===== src/rtl/fuzz_stim_engine_if.sv =====
// Bus bundle between the fuzz stimulus engine and its harness.
// The harness side (master) supplies seed/run control and the DUT response;
// the engine side (slave) returns the stimulus vector and run status.
interface fuzz_stim_engine_if #(
    parameter int IN_W  = 258,
    parameter int OUT_W = 330,
    parameter int CNT_W = 16
);
    logic [31:0]      seed;
    logic             seed_load;
    logic             start;
    logic [CNT_W-1:0] num_cycles;
    logic [OUT_W-1:0] dut_out;
    logic [IN_W-1:0]  stim;
    logic             stim_valid;
    logic             busy;
    logic             done;
    logic [CNT_W-1:0] vec_count;
    logic [31:0]      signature;

    modport master (
        output seed, seed_load, start, num_cycles, dut_out,
        input  stim, stim_valid, busy, done, vec_count, signature
    );

    modport slave (
        input  seed, seed_load, start, num_cycles, dut_out,
        output stim, stim_valid, busy, done, vec_count, signature
    );
endinterface


===== src/rtl/fuzz_stim_engine.sv =====
// Fuzz stimulus engine: packs successive 32-bit LCG outputs into an IN_W-bit
// DUT input vector, holds it for HOLD_CYC cycles, and folds the DUT response
// into a 32-bit MISR signature. Runs for a programmed number of vectors.
// Optional macro FUZZ_STIM_TRACE_EN enables simulation-only trace printing.
module fuzz_stim_engine #(
    parameter int          IN_W         = 258,
    parameter int          OUT_W        = 330,
    parameter int          CNT_W        = 16,
    parameter int          HOLD_CYC     = 1,
    parameter logic [31:0] SEED_DEFAULT = 32'hFD40B66F
) (
    input logic              clk,
    input logic              rst_n,
    fuzz_stim_engine_if.slave bus
);

    localparam int NWORDS = (IN_W + 31) / 32;
    localparam int NCHUNK = (OUT_W + 31) / 32;
    localparam int WI_W   = (NWORDS > 1) ? $clog2(NWORDS) : 1;
    localparam int HC_W   = (HOLD_CYC > 1) ? $clog2(HOLD_CYC) : 1;
    localparam logic [WI_W-1:0] WI_LAST = WI_W'(NWORDS - 1);
    localparam logic [HC_W-1:0] HC_LAST = HC_W'(HOLD_CYC - 1);

    typedef enum logic [1:0] {IDLE, FILL, HOLD, DONE} state_t;

    state_t                  state, state_nxt;
    logic [31:0]             lcg;
    logic [NWORDS-1:0][31:0] shadow;
    logic [WI_W-1:0]         word_idx;
    logic [HC_W-1:0]         hold_cnt;
    logic [CNT_W-1:0]        target;

    logic [31:0]             lcg_step;
    logic [NWORDS-1:0][31:0] fill_vec;
    logic [NWORDS*32-1:0]    fill_flat;
    logic [NCHUNK*32-1:0]    padded;
    logic [31:0]             fold;
    logic [31:0]             sig_step;
    logic [CNT_W-1:0]        vec_inc;

    logic ctl_load, ctl_start, fill_last, hold_last, run_end;

    assign lcg_step = lcg * 32'h41C64E6D + 32'h3039;
    assign vec_inc  = bus.vec_count + CNT_W'(1);
    assign sig_step = {bus.signature[30:0],
                       bus.signature[31] ^ bus.signature[21] ^
                       bus.signature[1]  ^ bus.signature[0]} ^ fold;

    // Vector as it will look once the word generated this cycle is included.
    always_comb begin
        fill_vec           = shadow;
        fill_vec[word_idx] = lcg_step;
    end

    assign fill_flat = fill_vec;

    // XOR-fold the zero-padded DUT response into one 32-bit word.
    always_comb begin
        padded            = '0;
        padded[OUT_W-1:0] = bus.dut_out;
        fold              = '0;
        for (int i = 0; i < NCHUNK; i++) fold ^= padded[i*32 +: 32];
    end

    // State register.
    always_ff @(posedge clk or negedge rst_n) begin
        if (!rst_n) state <= IDLE;
        else        state <= state_nxt;
    end

    // Next-state logic and per-cycle control strobes.
    always_comb begin
        state_nxt = state;
        ctl_load  = 1'b0;
        ctl_start = 1'b0;
        fill_last = 1'b0;
        hold_last = 1'b0;
        run_end   = 1'b0;
        case (state)
            IDLE, DONE: begin
                ctl_load = bus.seed_load;
                if (bus.start) begin
                    ctl_start = 1'b1;
                    state_nxt = (bus.num_cycles == '0) ? DONE : FILL;
                end
            end
            FILL: begin
                fill_last = (word_idx == WI_LAST);
                if (fill_last) state_nxt = HOLD;
            end
            HOLD: begin
                hold_last = (hold_cnt == HC_LAST);
                if (hold_last) begin
                    run_end   = (vec_inc == target);
                    state_nxt = run_end ? DONE : FILL;
                end
            end
            default: state_nxt = IDLE;
        endcase
    end

    // Datapath: LCG, vector assembly, hold timing, signature and status.
    // Seed load precedes the run, so a same-cycle start uses the new seed.
    always_ff @(posedge clk or negedge rst_n) begin
        if (!rst_n) begin
            lcg            <= SEED_DEFAULT;
            shadow         <= '0;
            word_idx       <= '0;
            hold_cnt       <= '0;
            target         <= '0;
            bus.stim       <= '0;
            bus.stim_valid <= 1'b0;
            bus.busy       <= 1'b0;
            bus.done       <= 1'b0;
            bus.vec_count  <= '0;
            bus.signature  <= 32'hFFFFFFFF;
        end else begin
            bus.stim_valid <= fill_last;
            if (ctl_load) lcg <= bus.seed;
            if (ctl_start) begin
                target        <= bus.num_cycles;
                bus.vec_count <= '0;
                bus.signature <= 32'hFFFFFFFF;
                word_idx      <= '0;
                hold_cnt      <= '0;
                bus.busy      <= (bus.num_cycles != '0);
                bus.done      <= (bus.num_cycles == '0);
            end
            if (state == FILL) begin
                lcg              <= lcg_step;
                shadow[word_idx] <= lcg_step;
                if (fill_last) begin
                    bus.stim <= fill_flat[IN_W-1:0];
                    word_idx <= '0;
                    hold_cnt <= '0;
                end else begin
                    word_idx <= word_idx + WI_W'(1);
                end
            end
            if (state == HOLD) begin
                if (hold_last) begin
                    bus.signature <= sig_step;
                    bus.vec_count <= vec_inc;
                    if (run_end) begin
                        bus.busy <= 1'b0;
                        bus.done <= 1'b1;
                    end
                end else begin
                    hold_cnt <= hold_cnt + HC_W'(1);
                end
            end
        end
    end

`ifdef FUZZ_STIM_TRACE_EN
    // Simulation trace of each sampled vector and of run completion.
    always @(posedge clk) begin
        if (rst_n && hold_last) begin
            $write("CYCLE=%0d IN=%0h OUT=%0h\n", bus.vec_count, bus.stim, bus.dut_out);
            if (run_end) $display("TB_SIM_OK cycles=%0d", vec_inc);
        end
        if (rst_n && ctl_start && bus.num_cycles == '0)
            $display("TB_SIM_OK cycles=%0d", 0);
    end
`endif

endmodule


===== src/flat_wrapper.sv =====
// flat-port wrapper written by rule: the top's interface ports become plain ports
module fuzz_stim_engine_flat 
#(
    parameter int          IN_W         = 258,
    parameter int          OUT_W        = 330,
    parameter int          CNT_W        = 16,
    parameter int          HOLD_CYC     = 1,
    parameter logic [31:0] SEED_DEFAULT = 32'hFD40B66F
)
  (clk, rst_n, bus_seed, bus_seed_load, bus_start, bus_num_cycles, bus_dut_out, bus_stim, bus_stim_valid, bus_busy, bus_done, bus_vec_count, bus_signature);
  fuzz_stim_engine_if #(.IN_W(IN_W), .OUT_W(OUT_W), .CNT_W(CNT_W)) bus_i ();
  input logic clk;
  input logic rst_n;
  input wire logic [$bits(bus_i.seed)-1:0] bus_seed;
  input wire logic [$bits(bus_i.seed_load)-1:0] bus_seed_load;
  input wire logic [$bits(bus_i.start)-1:0] bus_start;
  input wire logic [$bits(bus_i.num_cycles)-1:0] bus_num_cycles;
  input wire logic [$bits(bus_i.dut_out)-1:0] bus_dut_out;
  output wire logic [$bits(bus_i.stim)-1:0] bus_stim;
  output wire logic [$bits(bus_i.stim_valid)-1:0] bus_stim_valid;
  output wire logic [$bits(bus_i.busy)-1:0] bus_busy;
  output wire logic [$bits(bus_i.done)-1:0] bus_done;
  output wire logic [$bits(bus_i.vec_count)-1:0] bus_vec_count;
  output wire logic [$bits(bus_i.signature)-1:0] bus_signature;
  assign bus_i.seed = bus_seed;
  assign bus_i.seed_load = bus_seed_load;
  assign bus_i.start = bus_start;
  assign bus_i.num_cycles = bus_num_cycles;
  assign bus_i.dut_out = bus_dut_out;
  assign bus_stim = bus_i.stim;
  assign bus_stim_valid = bus_i.stim_valid;
  assign bus_busy = bus_i.busy;
  assign bus_done = bus_i.done;
  assign bus_vec_count = bus_i.vec_count;
  assign bus_signature = bus_i.signature;
  fuzz_stim_engine #(.IN_W(IN_W), .OUT_W(OUT_W), .CNT_W(CNT_W), .HOLD_CYC(HOLD_CYC), .SEED_DEFAULT(SEED_DEFAULT)) u_core (.clk(clk), .rst_n(rst_n), .bus(bus_i));
endmodule

===== config.mk =====
export PLATFORM = sky130hd
export DESIGN_NAME = fuzz_stim_engine_flat
export DESIGN_NICKNAME = d
export VERILOG_FILES = /design/src/rtl/fuzz_stim_engine_if.sv /design/src/rtl/fuzz_stim_engine.sv /design/src/flat_wrapper.sv
export SDC_FILE = /design/constraint.sdc
export NUM_CORES = 2
export LEC_CHECK = 0
export CAP_MARGIN = 30
export CORE_AREA = 2 2 271 273
export DETAILED_ROUTE_END_ITERATION = 10
export DIE_AREA = 0 0 273 275
export GPL_TIMING_DRIVEN = 1
export PLACE_DENSITY = 0.77
export SLEW_MARGIN = 20
export SYNTH_ARGS = -nofsm -noshare
export SYNTH_HDL_FRONTEND = slang
export SYNTH_SLANG_ARGS = --single-unit

===== constraint.sdc =====
create_clock -name clk -period 7.3 [get_ports clk]
set_input_delay 2.19 -clock clk [delete_from_list [all_inputs] [get_ports clk]]
set_output_delay 2.19 -clock clk [all_outputs]
set_load 0.02 [all_outputs]

* Yosys cells after proc, flatten, opt, wreduce, memory -nomap -nowiden *
Index checks and enable logic that the tools add are counted.

operators by class
  order comparisons = 2
  bitwise gates (word level) = 15
  multiplexer cells = 40
  add/sub/neg operators = 4
  reductions and logical operators = 9
  equality and inequality tests = 8
  $mul = 1

operators by type and width
  kind                      number
  $xor A32 B32 Y32          10
  $bwmux W288               1
  $mux W32                  6
  $demux W32 S4             1
  $mux W16                  3
  $add A32 B14 Y32 const B  1
  $mul A32 B31 Y32 const B  1
  $xor A32 B10 Y32          1
  $mux W1                   20
  $add A16 B1 Y16 const B   1
  $eq A16 B16 Y1            1
  $logic_not A16 Y1         1
  $reduce_bool A16 Y1       1
  $mux W4                   3
  $mux W2                   5
  $pmux W2 S3               1
  $lt A4 B5 Y1 const B      1
  $add A4 B1 Y4 const B     1
  $eq A2 B2 Y1 const B      2
  $eq A4 B4 Y1 const B      1
  $ge A4 B1 Y1 const B      1
  $ne A2 B2 Y1 const B      2
  $reduce_bool A2 Y1        2
  $reduce_and A3 Y1         1
  9 further kinds           11

word-level totals
  output and inout bits = 309
  input port bits = 382
  flip-flop bits (word level) = 652
  word-level logic and storage cells = 99

* Longest topological paths before layout *
  depth in word-level cells = 13
  gate-level depth with buffers = 27
  depth with buffers taken out = 25

* Worst setup path after synthesis *
OpenSTA, ideal clock, no wires.

  path type = flip-flop to flip-flop
  start = reg u_core.lcg[0]
  end = reg u_core.shadow[123] (netlist bit)
  setup slack = 0.779 ns
  clock period less this slack = 6.521 ns
  setup time = 0.141 ns
  cell stages (with the launch flop) = 26
  arrival time = 6.380 ns
  path buffers = 2
  data required time = 7.159 ns
  path through = dfstp_2 > clkbuf_1 > inv_1 > ha_1 > clkbuf_1 > inv_1 > ha_1 > inv_1 > fa_1 > fa_1 > inv_1 > ha_1 > inv_1 > fa_1 > inv_1 > fa_1 > fa_1 > ha_1 > a21oi_1 > a21oi_1 > a311oi_4 > nor3_2 > o21ai_0 > nor3b_2 > xor2_1 > o21ai_0

on the way
  longest elaborated chain between the ends = 3

RTL lines
  element                        RTL line                 text
  start, declared                fuzz_stim_engine.sv:27   logic [31:0] lcg;
  start signal, assigned         fuzz_stim_engine.sv:119  if (ctl_load) lcg <= bus.seed;
  start signal, assigned         fuzz_stim_engine.sv:130  lcg <= lcg_step;
  $mul A32 B31 Y32               fuzz_stim_engine.sv:43   assign lcg_step = lcg * 32'h41C64E6D + 32'h3039;
  $add A32 B14 Y32               fuzz_stim_engine.sv:43
  $bwmux W288                    fuzz_stim_engine.sv:131  shadow[word_idx] <= lcg_step;
  end signal, assigned by index  fuzz_stim_engine.sv:131
  end, declared                  fuzz_stim_engine.sv:28   logic [NWORDS-1:0][31:0] shadow;

Every way passes these cells.
A chain may end at the register's enable or synchronous reset.

* Final worst setup path *
  start = reg u_core.lcg[6]
  end = reg u_core.shadow[218] (netlist bit)

The elaborated chain is that of the path after synthesis.

==> reports/metrics.cfg <==
[status]
status = finished clean

[synth]
syn_inst = 3722
ys.warnings.count = 0
synth-main-ff-cell = dfrtp_1
synth_edf_count = 0
synth_async_sr_flop_share_pct = 100
synth.avg_cell_area_sq_um = 9.64
synth.largest_area_cell = dfrtp_1
seq_area_frac_synth_pct = 43.4
synth_area_sq_um = 35900
syn-num-nets = 4506
synth.area.top_cells = dfrtp_1 (40%), nand2_1 (11%), fa_1 (10%)
synth-seq-cells = 620
ys_types = 69
synth_top_area_share_pct = 39.7

[drt]
drtIter0Drc = 2390
first_pass_iters = 5
vias = 28200
avgViaCountPerCell = 5.21
wire_per_inst_um = 22.3
drc_errors = 0
routed_wirelength_um = 121000
detail-route-antenna-nets = 0

[floorplan]
die_h_um = 275
start_util_pct = 49.6
die_x_um = 273
core_sq_um = 72300
rows = 99
die_area_sq_um = 75100
io_pins = 691

[timing]
skew_ns = 0.0456
worst_pin_slew_ns = 1.05
slew_headroom_pct = 30.0
final_max_slew_viol_count = 0
setup_viol = 0
max_freq_mhz = 143
setup_slack_ns = 0.325
finalCritPeriodShare_pct = 95.5
hold_viol_final = 0
layout_min_cycle_time_ns = 6.98

[setup_path]
r2r_cells = 22
cp_max_fo = 9
startpoint_type = register
critPathKind = reg2reg
path_cells = ha_1, xor2_1, ha_1, a21oi_1, fa_1, fa_1, inv_1, fa_1, fa_1, fa_1, inv_1, fa_1, inv_1, ha_1, a21o_1, a21oi_1, o211a_1, a31oi_2, nor4_2, nor2_1, xnor2_4, o21ai_0
cp_slowest_cell = dfstp_2
cpMostUsedCell = fa_1
crit_buf_inv = 3
rr_startpoint = u_core.lcg[6]
cp_slowest_stage_delay_ns = 0.68
startpoint = u_core.lcg[6]
path_delay_family = adder cells
r2r_end = u_core.shadow[218]
required_ns = 7.78
cp.arrival_ns = 7.46
rrSetupSlack_ns = 0.32
cp-end-kind = register

[layout]
nFillCells = 5887
final_cells = 5420
seqCellArea_sq_um = 15600
multi_input_area_sq_um = 18500
final_area_sq_um = 46500
num-nets-final = 5179
syn_to_final_growth_pct = 29.7
drive_gt1_share_pct = 7.24

[cts]
cts.sinks = 620
path_clk_slew_ns = 0.06
clk_latency_ns = 0.64
cts_made_buffers = 66
cts_tree = built
clockRootBuffer = clkbuf_16
htree_levels = 3
hold_buffers = 0
clockBufferDepth = 3

[placement]
dpl_worst_slack_ns = 0.0899
placed_area_sq_um = 44200
dp.cells = 5283
hpwlAfterDp_um = 93700
place.gp.congestion = 0.964
io_buffer_count = 690

[flow_run]
drv_cap = 0

[hold_path]
min_to = u_core.bus.stim[4]
hold_depth = 2
hp-start = u_core.shadow[4]
hold_path_class = reg2reg

[global_route]
grt_max_degree = 210
grt_pass1_vias = 28200
grt-ovfl-total = 0
antenna_found_initial = 19
grt_pass1_wl_um = 178000
grt_use_total_pct = 32.3

flip-flops by register name (all words and copies together), names as in the netlist:
signal / flops
u_core.bus.busy: 1
u_core.bus.stim_valid: 1
u_core.lcg: 32
u_core.target: 16
u_core.bus.vec_count: 16
u_core.bus.stim: 258
u_core.bus.done: 1
u_core.word_idx: 4
u_core.shadow: 256
u_core.state: 2
u_core.hold_cnt: 1
u_core.bus.signature: 32
area by class of cell:
class                      instances  share of cell area (%)
antenna                           13                  0.0699
timing repair buffer             748                    16.0
tap                              959                    2.58
multi-input combinational       2556                    39.8
inverter                         403                    3.27
sequential                       620                    33.5
clock buffer                     101                    4.20
clock inverter                    20                   0.619
metal layers:
| metal | vias to the layer above | track usage [%] | share of wire (%) |
|---|---|---|---|
| met5 | - | 0 | 0 |
| met4 | 0 | 17.8 | 5.8 |
| met3 | 234 | 4.84 | 6.3 |
| met2 | 1169 | 54.7 | 50 |
| met1 | 13800 | 39.9 | 38 |
| li1 | 13000 | - | - |
tightest hold or removal path, stage by stage, from the launching register on:
cell and delay [ns]:
dfrtp_1 0.34, nand2_1 0.05, nand2_1 0.05
synth_stat cells, drive strengths merged, types with 12 or more instances:
cell,n
xnor2,374
nor3,12
xor2,49
dfrtp,569
inv,403
nand3,29
a211oi,29
fa,188
and3,30
o21ai,273
clkbuf,139
nand2,1035
nor2,72
a21o,15
dfstp,51
ha,214
mux2,48
a21oi,96
worst max-delay path by stage:
stage / end / depth (start not counted)
2_1_floorplan: u_core.shadow[123] / 25
3_3_place_gp: u_core.shadow[188] / 24
3_5_place_dp: u_core.shadow[28] / 24
4_1_cts: u_core.shadow[28] / 24
5_1_grt: u_core.shadow[90] / 22
6_report: u_core.shadow[218] / 22
cells by family (layout without fill, tap and decap cells):
kind of cell             after synthesis  count (layout)  synth area share (%)
AO/OA/AOI/OAI                        452             452                  7.07
XOR/XNOR                             423             423                  10.4
adder cells (fa/ha/maj)              402             402                  18.0
buffers and inverters                546            1272                  5.73
flip-flops                           620             620                  43.4
multiplexers                          51              51                  1.59
other                                  0              13                     0
AND/OR/NAND/NOR                     1228            1228                  13.8
cell usage in the layout (no fill, tap or decap), drive strengths merged, types with 51 or more instances in the layout:
master	synthesis	layout
nand2	1035	1035
clkdlybuf4s50	0	689
dfrtp	569	569
inv	403	405
xnor2	374	374
o21ai	273	273
ha	214	214
fa	188	188
clkbuf	139	101
a21oi	96	96
nor2	72	72
buf	4	59
dfstp	51	51
timing repair:
| action | CTS | global route |
|---|---|---|
| buffers inserted | 0 | 3 |
| setup endpoints to repair | 0 | 65 |
| gates resized for setup | 0 | 5 |
stage by stage:
step	hold WS (ns)	setup TNS (ns)	utilization (%)
after detailed placement	0.448	0	61.1
final	0.444	0	64.3
after floorplan	0.433	0	-
after CTS	0.443	0	64.2
after global routing	0.455	-1.04	64.3
after global placement	0.442	0	61.0
Power is not shown: default switching activity piles up to over one toggle a cycle in this logic, so the estimate is an artifact.
